**src/rtl/tnn_serial_neuron_if.sv**
```systemverilog
// Stream bundle for tnn_serial_neuron: activation input, decision output and
// the per-vector control signals (threshold, abort).
interface tnn_serial_neuron_if #(
    parameter int unsigned IN_W  = 2,
    parameter int unsigned ACC_W = 6
);
    logic             clear;
    logic [ACC_W-1:0] thr;
    logic             in_valid;
    logic             in_ready;
    logic [IN_W-1:0]  in_data;
    logic             out_valid;
    logic             out_ready;
    logic             out_bit;
    logic [ACC_W-1:0] out_acc;

    modport master (
        output clear, thr, in_valid, in_data, out_ready,
        input  in_ready, out_valid, out_bit, out_acc
    );

    modport slave (
        input  clear, thr, in_valid, in_data, out_ready,
        output in_ready, out_valid, out_bit, out_acc
    );
endinterface

```
**src/rtl/tnn_serial_neuron.sv**
```systemverilog
// Serial ternary-weight threshold neuron: accumulates N_IN weighted activations
// with saturation and emits one decision bit (sum > thr) per vector.
module tnn_serial_neuron #(
    parameter int unsigned      IN_W    = 2,
    parameter int unsigned      N_IN    = 5,
    parameter int unsigned      ACC_W   = 6,
    parameter logic [2*N_IN-1:0] WEIGHTS = 10'h1F5
) (
    input  logic clk,
    input  logic rst,
    tnn_serial_neuron_if.slave bus
);
    localparam int unsigned IDX_W = (N_IN > 1) ? $clog2(N_IN) : 1;
    localparam logic [IDX_W-1:0] LAST_IDX = IDX_W'(N_IN - 1);
    localparam logic signed [ACC_W:0] SAT_MAX = (ACC_W+1)'((1 << (ACC_W - 1)) - 1);
    localparam logic signed [ACC_W:0] SAT_MIN = ~SAT_MAX;

    typedef enum logic {
        ST_ACC,
        ST_DONE
    } state_t;

    state_t                  state;
    logic [IDX_W-1:0]        idx;
    logic signed [ACC_W-1:0] acc;

    logic [1:0]              wcode;
    logic [ACC_W:0]          ext;
    logic signed [ACC_W:0]   term;
    logic signed [ACC_W:0]   sum;
    logic signed [ACC_W-1:0] acc_next;

    assign bus.in_ready = (state == ST_ACC) && !rst;

    // Weight lookup, signed term and saturating add for the current element.
    always_comb begin
        wcode = 2'b00;
        for (int unsigned i = 0; i < N_IN; i++) begin
            if (idx == IDX_W'(i)) begin
                wcode = WEIGHTS[2*i +: 2];
            end
        end
        ext = (ACC_W+1)'(bus.in_data);
        case (wcode)
            2'b01:   term = ext;
            2'b11:   term = -ext;
            default: term = '0;
        endcase
        sum = {acc[ACC_W-1], acc} + term;
        if (sum > SAT_MAX) begin
            acc_next = ACC_W'(SAT_MAX);
        end else if (sum < SAT_MIN) begin
            acc_next = ACC_W'(SAT_MIN);
        end else begin
            acc_next = ACC_W'(sum);
        end
    end

    always_ff @(posedge clk) begin
        if (rst) begin
            state         <= ST_ACC;
            idx           <= '0;
            acc           <= '0;
            bus.out_valid <= 1'b0;
            bus.out_bit   <= 1'b0;
            bus.out_acc   <= '0;
        end else begin
            case (state)
                ST_ACC: begin
                    if (bus.clear) begin
                        acc <= '0;
                        idx <= '0;
                    end else if (bus.in_valid) begin
                        if (idx == LAST_IDX) begin
                            state         <= ST_DONE;
                            bus.out_valid <= 1'b1;
                            bus.out_acc   <= acc_next;
                            bus.out_bit   <= (acc_next > $signed(bus.thr));
                            acc           <= '0;
                            idx           <= '0;
                        end else begin
                            acc <= acc_next;
                            idx <= idx + IDX_W'(1);
                        end
                    end
                end
                ST_DONE: begin
                    // Result holds until consumed; clear is ignored here.
                    if (bus.out_ready) begin
                        bus.out_valid <= 1'b0;
                        state         <= ST_ACC;
                    end
                end
                default: state <= ST_ACC;
            endcase
        end
    end
endmodule

```
**src/flat_wrapper.sv**
```systemverilog
// flat-port wrapper written by rule: the top's interface ports become plain ports
module tnn_serial_neuron_flat 
#(
    parameter int unsigned      IN_W    = 2,
    parameter int unsigned      N_IN    = 5,
    parameter int unsigned      ACC_W   = 6,
    parameter logic [2*N_IN-1:0] WEIGHTS = 10'h1F5
)
  (clk, rst, bus_clear, bus_thr, bus_in_valid, bus_in_data, bus_out_ready, bus_in_ready, bus_out_valid, bus_out_bit, bus_out_acc);
  tnn_serial_neuron_if #(.IN_W(IN_W), .ACC_W(ACC_W)) bus_i ();
  input  logic clk;
  input  logic rst;
  input wire logic [$bits(bus_i.clear)-1:0] bus_clear;
  input wire logic [$bits(bus_i.thr)-1:0] bus_thr;
  input wire logic [$bits(bus_i.in_valid)-1:0] bus_in_valid;
  input wire logic [$bits(bus_i.in_data)-1:0] bus_in_data;
  input wire logic [$bits(bus_i.out_ready)-1:0] bus_out_ready;
  output wire logic [$bits(bus_i.in_ready)-1:0] bus_in_ready;
  output wire logic [$bits(bus_i.out_valid)-1:0] bus_out_valid;
  output wire logic [$bits(bus_i.out_bit)-1:0] bus_out_bit;
  output wire logic [$bits(bus_i.out_acc)-1:0] bus_out_acc;
  assign bus_i.clear = bus_clear;
  assign bus_i.thr = bus_thr;
  assign bus_i.in_valid = bus_in_valid;
  assign bus_i.in_data = bus_in_data;
  assign bus_i.out_ready = bus_out_ready;
  assign bus_in_ready = bus_i.in_ready;
  assign bus_out_valid = bus_i.out_valid;
  assign bus_out_bit = bus_i.out_bit;
  assign bus_out_acc = bus_i.out_acc;
  tnn_serial_neuron #(.IN_W(IN_W), .N_IN(N_IN), .ACC_W(ACC_W), .WEIGHTS(WEIGHTS)) u_core (.clk(clk), .rst(rst), .bus(bus_i));
endmodule
```
**config.mk**
```make
export PLATFORM = sky130hd
export DESIGN_NAME = tnn_serial_neuron_flat
export DESIGN_NICKNAME = d
export VERILOG_FILES = /design/src/rtl/tnn_serial_neuron_if.sv /design/src/rtl/tnn_serial_neuron.sv /design/src/flat_wrapper.sv
export SDC_FILE = /design/constraint.sdc
export NUM_CORES = 1
export LEC_CHECK = 0
export CORE_MARGIN = 2
export CORE_UTILIZATION = 58
export CTS_BUF_LIST = sky130_fd_sc_hd__clkbuf_4 sky130_fd_sc_hd__clkbuf_8
export CTS_CLUSTER_DIAMETER = 120
export DETAILED_ROUTE_END_ITERATION = 8
export GPL_TIMING_DRIVEN = 0
export PLACE_DENSITY = 0.83
export SLEW_MARGIN = 20
export SYNTH_ARGS = -nofsm -noshare
export SYNTH_HDL_FRONTEND = slang
export SYNTH_SLANG_ARGS = --single-unit
```
**constraint.sdc**
```tcl
create_clock -name clk -period 9.42 [get_ports clk]
set_input_delay 0.942 -clock clk [delete_from_list [all_inputs] [get_ports clk]]
set_output_delay 0.942 -clock clk [all_outputs]
set_load 0.01 [all_outputs]
```
==> impl_metrics.prom <==
# TYPE chip_impl_metric gauge
chip_impl_metric{name="finalPower",unit="W"} 0.000155
chip_impl_info{name="ys_top_cells_by_area",value="sky130_fd_sc_hd__dfxtp_1 (29%), sky130_fd_sc_hd__ha_1 (18%), sky130_fd_sc_hd__nor2_1 (8.6%)"} 1
chip_impl_metric{name="design_area",unit="um^2"} 1500
chip_impl_metric{name="synth_seq_cells",unit=""} 18
chip_impl_metric{name="vias",unit=""} 1076
chip_impl_metric{name="min_period_over_period",unit="%"} 46.7
chip_impl_metric{name="placeable_core_area",unit="um^2"} 1980
chip_impl_metric{name="finalClockSkew",unit="ps"} 3.72
chip_impl_info{name="worstHoldEndpoint",value="u_core.bus.out_valid$_SDFFE_PP0P_"} 1
chip_impl_info{name="launch_point_of_the_worst_reg_to_reg_path",value="u_core.idx[0]$_SDFFE_PP0P_"} 1
chip_impl_metric{name="timing.hold.worst_path_depth",unit=""} 2
chip_impl_metric{name="dp.final_hpwl",unit="um"} 2130
chip_impl_metric{name="synth_top_area_share",unit="%"} 29.5
chip_impl_metric{name="worst-endpoint-arrival",unit="ps"} 4600
chip_impl_metric{name="synthesis.area",unit="um^2"} 1220
chip_impl_info{name="run_status",value="finished clean"} 1
chip_impl_info{name="hp-class",value="flop to flop"} 1
chip_impl_info{name="timing_worst_setup_path_type",value="input pin to flop"} 1
chip_impl_metric{name="grt_first_pass_wirelength",unit="um"} 4510
chip_impl_metric{name="route.detailed.drc",unit=""} 0
chip_impl_metric{name="clock-sinks",unit=""} 18
chip_impl_metric{name="cap_viol_max_count",unit=""} 0
chip_impl_metric{name="finalSetupTns",unit="ps"} 0
chip_impl_metric{name="port_buffers",unit=""} 21
chip_impl_metric{name="grt-ovfl-total",unit=""} 0
chip_impl_metric{name="synth_edf_count",unit=""} 0
chip_impl_metric{name="post_layout_nonfiller_instances",unit=""} 196
chip_impl_metric{name="die-area",unit="um^2"} 2490
chip_impl_info{name="cts_tree",value="yes"} 1
chip_impl_metric{name="die-height",unit="um"} 49.9
chip_impl_metric{name="max-vdd-ir-drop",unit="mV"} 0.0817
chip_impl_metric{name="vias_per_cell",unit=""} 5.49
chip_impl_metric{name="synthesized_nets",unit=""} 176
chip_impl_metric{name="dpl-instance-area",unit="um^2"} 1470
chip_impl_metric{name="start_util",unit="%"} 61.7
chip_impl_metric{name="filler_cell_count",unit=""} 147
chip_impl_metric{name="grt_use_total",unit="%"} 23.8
chip_impl_info{name="clockRootBuffer",value="sky130_fd_sc_hd__clkbuf_4"} 1
chip_impl_metric{name="synth_seq_area_share",unit="%"} 29.5
chip_impl_metric{name="worstPathMaxFanout",unit=""} 5
chip_impl_metric{name="area_delta_synth_final",unit="%"} 22.9
chip_impl_metric{name="drt-total-wl",unit="um"} 2650
chip_impl_info{name="synth.cells.most_frequent",value="sky130_fd_sc_hd__nor2_1 (28), sky130_fd_sc_hd__dfxtp_1 (18), sky130_fd_sc_hd__ha_1 (18)"} 1
chip_impl_metric{name="ctsHtreeMaxLevel",unit=""} 1
chip_impl_info{name="timing.critical_path.from_type",value="input pin"} 1
chip_impl_metric{name="setup_viol",unit=""} 0
chip_impl_metric{name="hold_bufs_inserted_after_cts",unit=""} 0
chip_impl_metric{name="timing.reg2reg.setup_slack",unit="ps"} 5260
chip_impl_metric{name="route.detailed.wl_per_inst",unit="um"} 13.5
chip_impl_metric{name="clock_pin_slew_worst_setup_and_hold_paths",unit="ps"} 110
chip_impl_metric{name="design.final.nets",unit=""} 202
chip_impl_metric{name="synth-warning-count",unit=""} 0
chip_impl_metric{name="synthCells",unit=""} 144
chip_impl_metric{name="synth.distinct_cells",unit=""} 29
chip_impl_metric{name="reg2regPathDepth",unit=""} 17
chip_impl_metric{name="core.rowCount",unit=""} 16
chip_impl_info{name="grt_setup_unrepaired",value="no"} 1
chip_impl_info{name="min-delay-start",value="u_core.bus.out_valid$_SDFFE_PP0P_"} 1
chip_impl_metric{name="post_route_cells_drive_above_1_share",unit="%"} 6.51
chip_impl_metric{name="worst_pin_slew",unit="ps"} 534
chip_impl_metric{name="pin_count",unit=""} 22
chip_impl_metric{name="cts-buffers-inserted",unit=""} 3
chip_impl_info{name="dominantRegCellSynth",value="sky130_fd_sc_hd__dfxtp_1"} 1
chip_impl_metric{name="worst_slew_margin_rel",unit="%"} 64.4
chip_impl_metric{name="p_leak",unit="nW"} 0.680
chip_impl_metric{name="cts_resized",unit=""} 0
chip_impl_metric{name="place.gp.congestion",unit=""} 0.786
chip_impl_info{name="setup.worst_path.end_class",value="flop"} 1
chip_impl_metric{name="max_freq",unit="GHz"} 0.227
chip_impl_metric{name="async_flop_share",unit="%"} 0
chip_impl_metric{name="avgSynthCellArea",unit="um^2"} 8.49
chip_impl_metric{name="worst_skew_pair.late_latency",unit="ps"} 300
chip_impl_metric{name="final_hold_viol_count",unit=""} 0
chip_impl_metric{name="grt_antenna_before_repair",unit=""} 0
chip_impl_metric{name="first_iter_violations",unit=""} 17
chip_impl_info{name="synthDominantAreaCellType",value="sky130_fd_sc_hd__dfxtp_1"} 1
chip_impl_metric{name="chipWidth",unit="um"} 49.9
chip_impl_metric{name="grt_pass1_vias",unit=""} 1056
chip_impl_metric{name="worst-endpoint-required",unit="ps"} 9630
chip_impl_info{name="r2r-end",value="u_core.bus.out_bit$_SDFFE_PP0P_"} 1
chip_impl_metric{name="post_layout_min_period",unit="ps"} 4400
chip_impl_metric{name="power-per-cell-area",unit="nW/um^2"} 103
chip_impl_metric{name="ant_nets",unit=""} 0
chip_impl_metric{name="post-cts-setup-buffer-count",unit=""} 0
chip_impl_info{name="yosysMostFrequentCell",value="sky130_fd_sc_hd__nor2_1"} 1
chip_impl_metric{name="detailedRoute.firstPassIterationCount",unit=""} 4
chip_impl_metric{name="maximum_number_of_pins_on_one_net_before_global_route_repair",unit=""} 11
chip_impl_metric{name="cts_buffer_depth",unit=""} 2
chip_impl_metric{name="diodes",unit=""} 0
chip_impl_metric{name="report.final.slew_viol_count",unit=""} 0
chip_impl_metric{name="dp_cells",unit=""} 192
==> placed cells by master, fill, tap and decap left out, types with 4 or more instances in the layout <==
| master | synthesis | layout |
|---|---|---|
| sky130_fd_sc_hd__a211oi_1 | 4 | 4 |
| sky130_fd_sc_hd__a21oi_1 | 6 | 6 |
| sky130_fd_sc_hd__a22o_1 | 7 | 7 |
| sky130_fd_sc_hd__clkdlybuf4s50_1 | 0 | 21 |
| sky130_fd_sc_hd__dfxtp_1 | 18 | 18 |
| sky130_fd_sc_hd__ha_1 | 18 | 18 |
| sky130_fd_sc_hd__inv_1 | 13 | 13 |
| sky130_fd_sc_hd__maj3_2 | 5 | 5 |
| sky130_fd_sc_hd__nand2_1 | 5 | 5 |
| sky130_fd_sc_hd__nor2_1 | 28 | 28 |
| sky130_fd_sc_hd__nor2b_1 | 4 | 4 |
| sky130_fd_sc_hd__o21a_1 | 7 | 7 |
| sky130_fd_sc_hd__o21ai_0 | 4 | 4 |
==> metal layers <==
layer  share of wire, %  up-vias  global-route usage, %
li1                   -      558                      -
met1                 46      480                   29.2
met2                 45       26                   38.4
met3                4.6       12                   5.45
met4                3.7        0                   12.5
met5                  0        -                      0
==> worst max-delay path by stage <==
stage | startpoint | endpoint | cells after the start
2_1_floorplan | bus_in_data[0] | u_core.bus.out_bit$_SDFFE_PP0P_ | 16
3_5_place_dp | bus_in_data[1] | u_core.bus.out_bit$_SDFFE_PP0P_ | 16
3_3_place_gp | bus_in_data[0] | u_core.bus.out_bit$_SDFFE_PP0P_ | 16
6_report | bus_in_data[0] | u_core.bus.out_bit$_SDFFE_PP0P_ | 16
5_1_grt | bus_in_data[1] | u_core.bus.out_bit$_SDFFE_PP0P_ | 16
4_1_cts | bus_in_data[0] | u_core.bus.out_bit$_SDFFE_PP0P_ | 16
==> cells by family after synthesis <==
kind of cell | share of synthesized area, %
simple gates | 17.3
compound gates | 21.6
flops | 29.5
xor+xnor | 1.43
buf+inv | 5.53
fa+ha+maj | 24.7
==> flip-flops by register name, indices dropped and copies added (netlist names) <==
name / cells
u_core.acc: 6
u_core.bus.out_acc: 6
u_core.bus.out_bit: 1
u_core.idx: 3
u_core.bus.out_valid: 1
u_core.state: 1
==> per-stage QoR <==
step | worst slack [ps] | hold WS, ps | utilization [%]
CTS | 4970 | 468 | 75.8
global route | 4600 | 504 | 75.8
finish | 5020 | 469 | 75.8
global placement | 4790 | 447 | 74.0
detailed placement | 4680 | 450 | 74.0
floorplan | 5530 | 454 | -
==> report_power, final <==
part           switching (W)  total [W]  internal (W)
combinational      0.0000135  0.0000276     0.0000140
clock              0.0000262  0.0000498     0.0000236
sequential       0.000000758  0.0000777     0.0000769
==> cell type report <==
class | instances | area (um^2) | area share, %
timing repair buffer | 21 | 210 | 14.0
multi-input combinational | 110 | 795 | 52.9
tap | 27 | 33.8 | 2.25
sequential | 18 | 360 | 24.0
buffer | 3 | 18.8 | 1.25
inverter | 13 | 48.8 | 3.25
clock buffer | 4 | 36.3 | 2.41
==> worst max-delay path: stages <==
cell and delay, ps:
sky130_fd_sc_hd__clkdlybuf4s50_1 450, sky130_fd_sc_hd__inv_1 50, sky130_fd_sc_hd__ha_1 270, sky130_fd_sc_hd__nor2_1 40
sky130_fd_sc_hd__a211oi_1 340, sky130_fd_sc_hd__ha_1 310, sky130_fd_sc_hd__a211oi_1 260, sky130_fd_sc_hd__o21ai_0 160
sky130_fd_sc_hd__a22oi_1 480, sky130_fd_sc_hd__maj3_2 350, sky130_fd_sc_hd__ha_1 250, sky130_fd_sc_hd__nor2b_1 140
sky130_fd_sc_hd__o21a_1 160, sky130_fd_sc_hd__o21bai_1 120, sky130_fd_sc_hd__a21oi_1 80, sky130_fd_sc_hd__o21a_1 180
(Power assumes the default switching activity.)
==> RTL edit: new RTL, same flow settings <==
Make the reset (`rst`) asynchronous in one clocked block.
--- a/src/rtl/tnn_serial_neuron.sv
+++ b/src/rtl/tnn_serial_neuron.sv
@@ -58,3 +58,3 @@
 
-    always_ff @(posedge clk) begin
+    always_ff @(posedge clk or posedge rst) begin
         if (rst) begin
Check against the original RTL: differs if rst is asserted again (counterexample within 10 cycles, from zero or initial values and one cycle with rst high); with rst held inactive, the same outputs for 10 cycles.
==> RTL edit against the unedited design <==
Via count is 4.8% lower. Worst setup slack improved by 0.032 ns. Global-route usage fell by 2.0 points. Largest cell class unchanged. Sequential cell count stayed put. Design area increased by 1.1%. Critical endpoint is now u_core.bus.out_bit$_DFFE_PP0P_. Die area up 2.3%. Critical path type unchanged. Synthesized area increased by 2.5%. Routed wire length down 5.5%.
Power is not compared: it rests on default switching activity, and its combinational part moved more than twofold at a synthesized area within 25%.
==> RTL edit: results (changes against the unedited design) <==
[worst_setup_path]
reg2reg_from=u_core.idx[0]$_DFFE_PP0P_
r2r-end=u_core.bus.out_bit$_DFFE_PP0P_
arrival_ns=4.55  ; -0.05 ns
crit_path_top_delay_cell=clkdlybuf4s50_1
cp_top_family=adder cells
cp_max_fo=8  ; +3
r2r_setup_slack_ns=5.37  ; +0.11 ns

[cells_and_area]
nets=189  ; -6.4%
num-fill-cells=137  ; -6.8%
final_util_pct=75.9  ; about the same
fin_cells=183  ; -6.6%
drive_above_1_share_pct=9.62  ; +3.1 points

[placed_design]
dpl-instance-area_mm2=0.00150  ; +2.0%
place.gp.congestion=0.849  ; +8.0%
pre_cts_ws_ns=4.74  ; +0.0621 ns

[yosys]
synth_area_leaders=dfrtp_1 (36%), ha_1 (17%), o21ai_1 (4.4%), nand2_1 (4.2%), inv_1 (3.9%)
synth_common_cells=dfrtp_1 (18), ha_1 (17), nand2_1 (14)
yosysTopAreaCellShare_pct=36.0  ; +6.5 points
synth.distinct_cells=31  ; +6.9%
synth_xor_area_share_pct=2.10  ; +0.66 points
async_flop_share_pct=100  ; +100 points
yosysSeqAreaShare_pct=36.0  ; +6.5 points

[sta]
relSlewSlack_pct=55.4  ; -9.1 points
clock.fmax_mhz=229  ; +0.73%
whs_ns=0.484  ; +0.0156 ns
fin_skew_ns=0.00548  ; +0.00175 ns

[global_route]
grt_pass1_wl_um=4220  ; -6.6%
grt_max_degree=19  ; +8
track_usage_pct=21.8  ; -2.0 points

[routing]
avgViaCountPerCell=5.60  ; +1.9%
drtIter0Drc=10  ; -7

[status]
outcome=completed

[hold_path]
worstHoldStart=u_core.bus.out_valid$_DFFE_PP0P_
worstHoldEndpoint=u_core.bus.out_valid$_DFFE_PP0P_

[cts]
clk_pin_slew_ns=0.09  ; -0.02 ns

[RTL edit: changes by cell type after synthesis, moves of 3 or more]
| cell | unedited run | this run |
|---|---|---|
| nand2_1 | 5 | 14 |
| dfrtp_1 | 0 | 18 |
| dfxtp_1 | 18 | 0 |
| nor2_1 | 28 | 13 |
| o21ai_1 | 0 | 11 |
| o21a_1 | 7 | 2 |
| mux2_2 | 0 | 4 |
| nor2b_1 | 4 | 1 |
| a21oi_1 | 6 | 2 |
[RTL edit: worst register-to-register path, cell delays in order (launching register included)]
cell      delay, ns
dfrtp_1        0.40
inv_1          0.09
ha_1           0.24
o22a_1         0.20
nor2_1         0.18
nor2_1         0.07
ha_1           0.23
fa_1           0.44
a211oi_1       0.34
o211ai_1       0.14
o21a_1         0.23
maj3_2         0.38
ha_1           0.30
nor2b_1        0.14
o21a_1         0.16
o21bai_1       0.14
a21oi_1        0.08
o22a_1         0.17
[RTL edit: power breakdown]
part	switching (mW)	total (mW)	leakage (nW)	internal, mW
combinational	0.0484	0.0936	0.500	0.0451
clock	0.0223	0.0372	0.0138	0.0149
sequential	0.00544	0.0902	0.243	0.0848
total	0.0762	0.221	0.757	0.145
[RTL edit: area by class of cell]
cell class | count | area share [%]
clock buffers | 3 | 1.48
well taps | 27 | 2.22
multi-input cells | 99 | 49.1
repair buffers | 21 | 13.8
flip-flops and latches | 18 | 29.7
inverters | 15 | 3.71
[RTL edit: per-layer routing]
metal  share of wire, %  global-route usage [%]  vias to the layer above
met2                 51                    40.8                       23
met3                4.3                    3.87                        2
met4               0.36                    2.70                        0
li1                   -                       -                      522
met1                 44                    26.6                      477
met5                  0                       0                        -
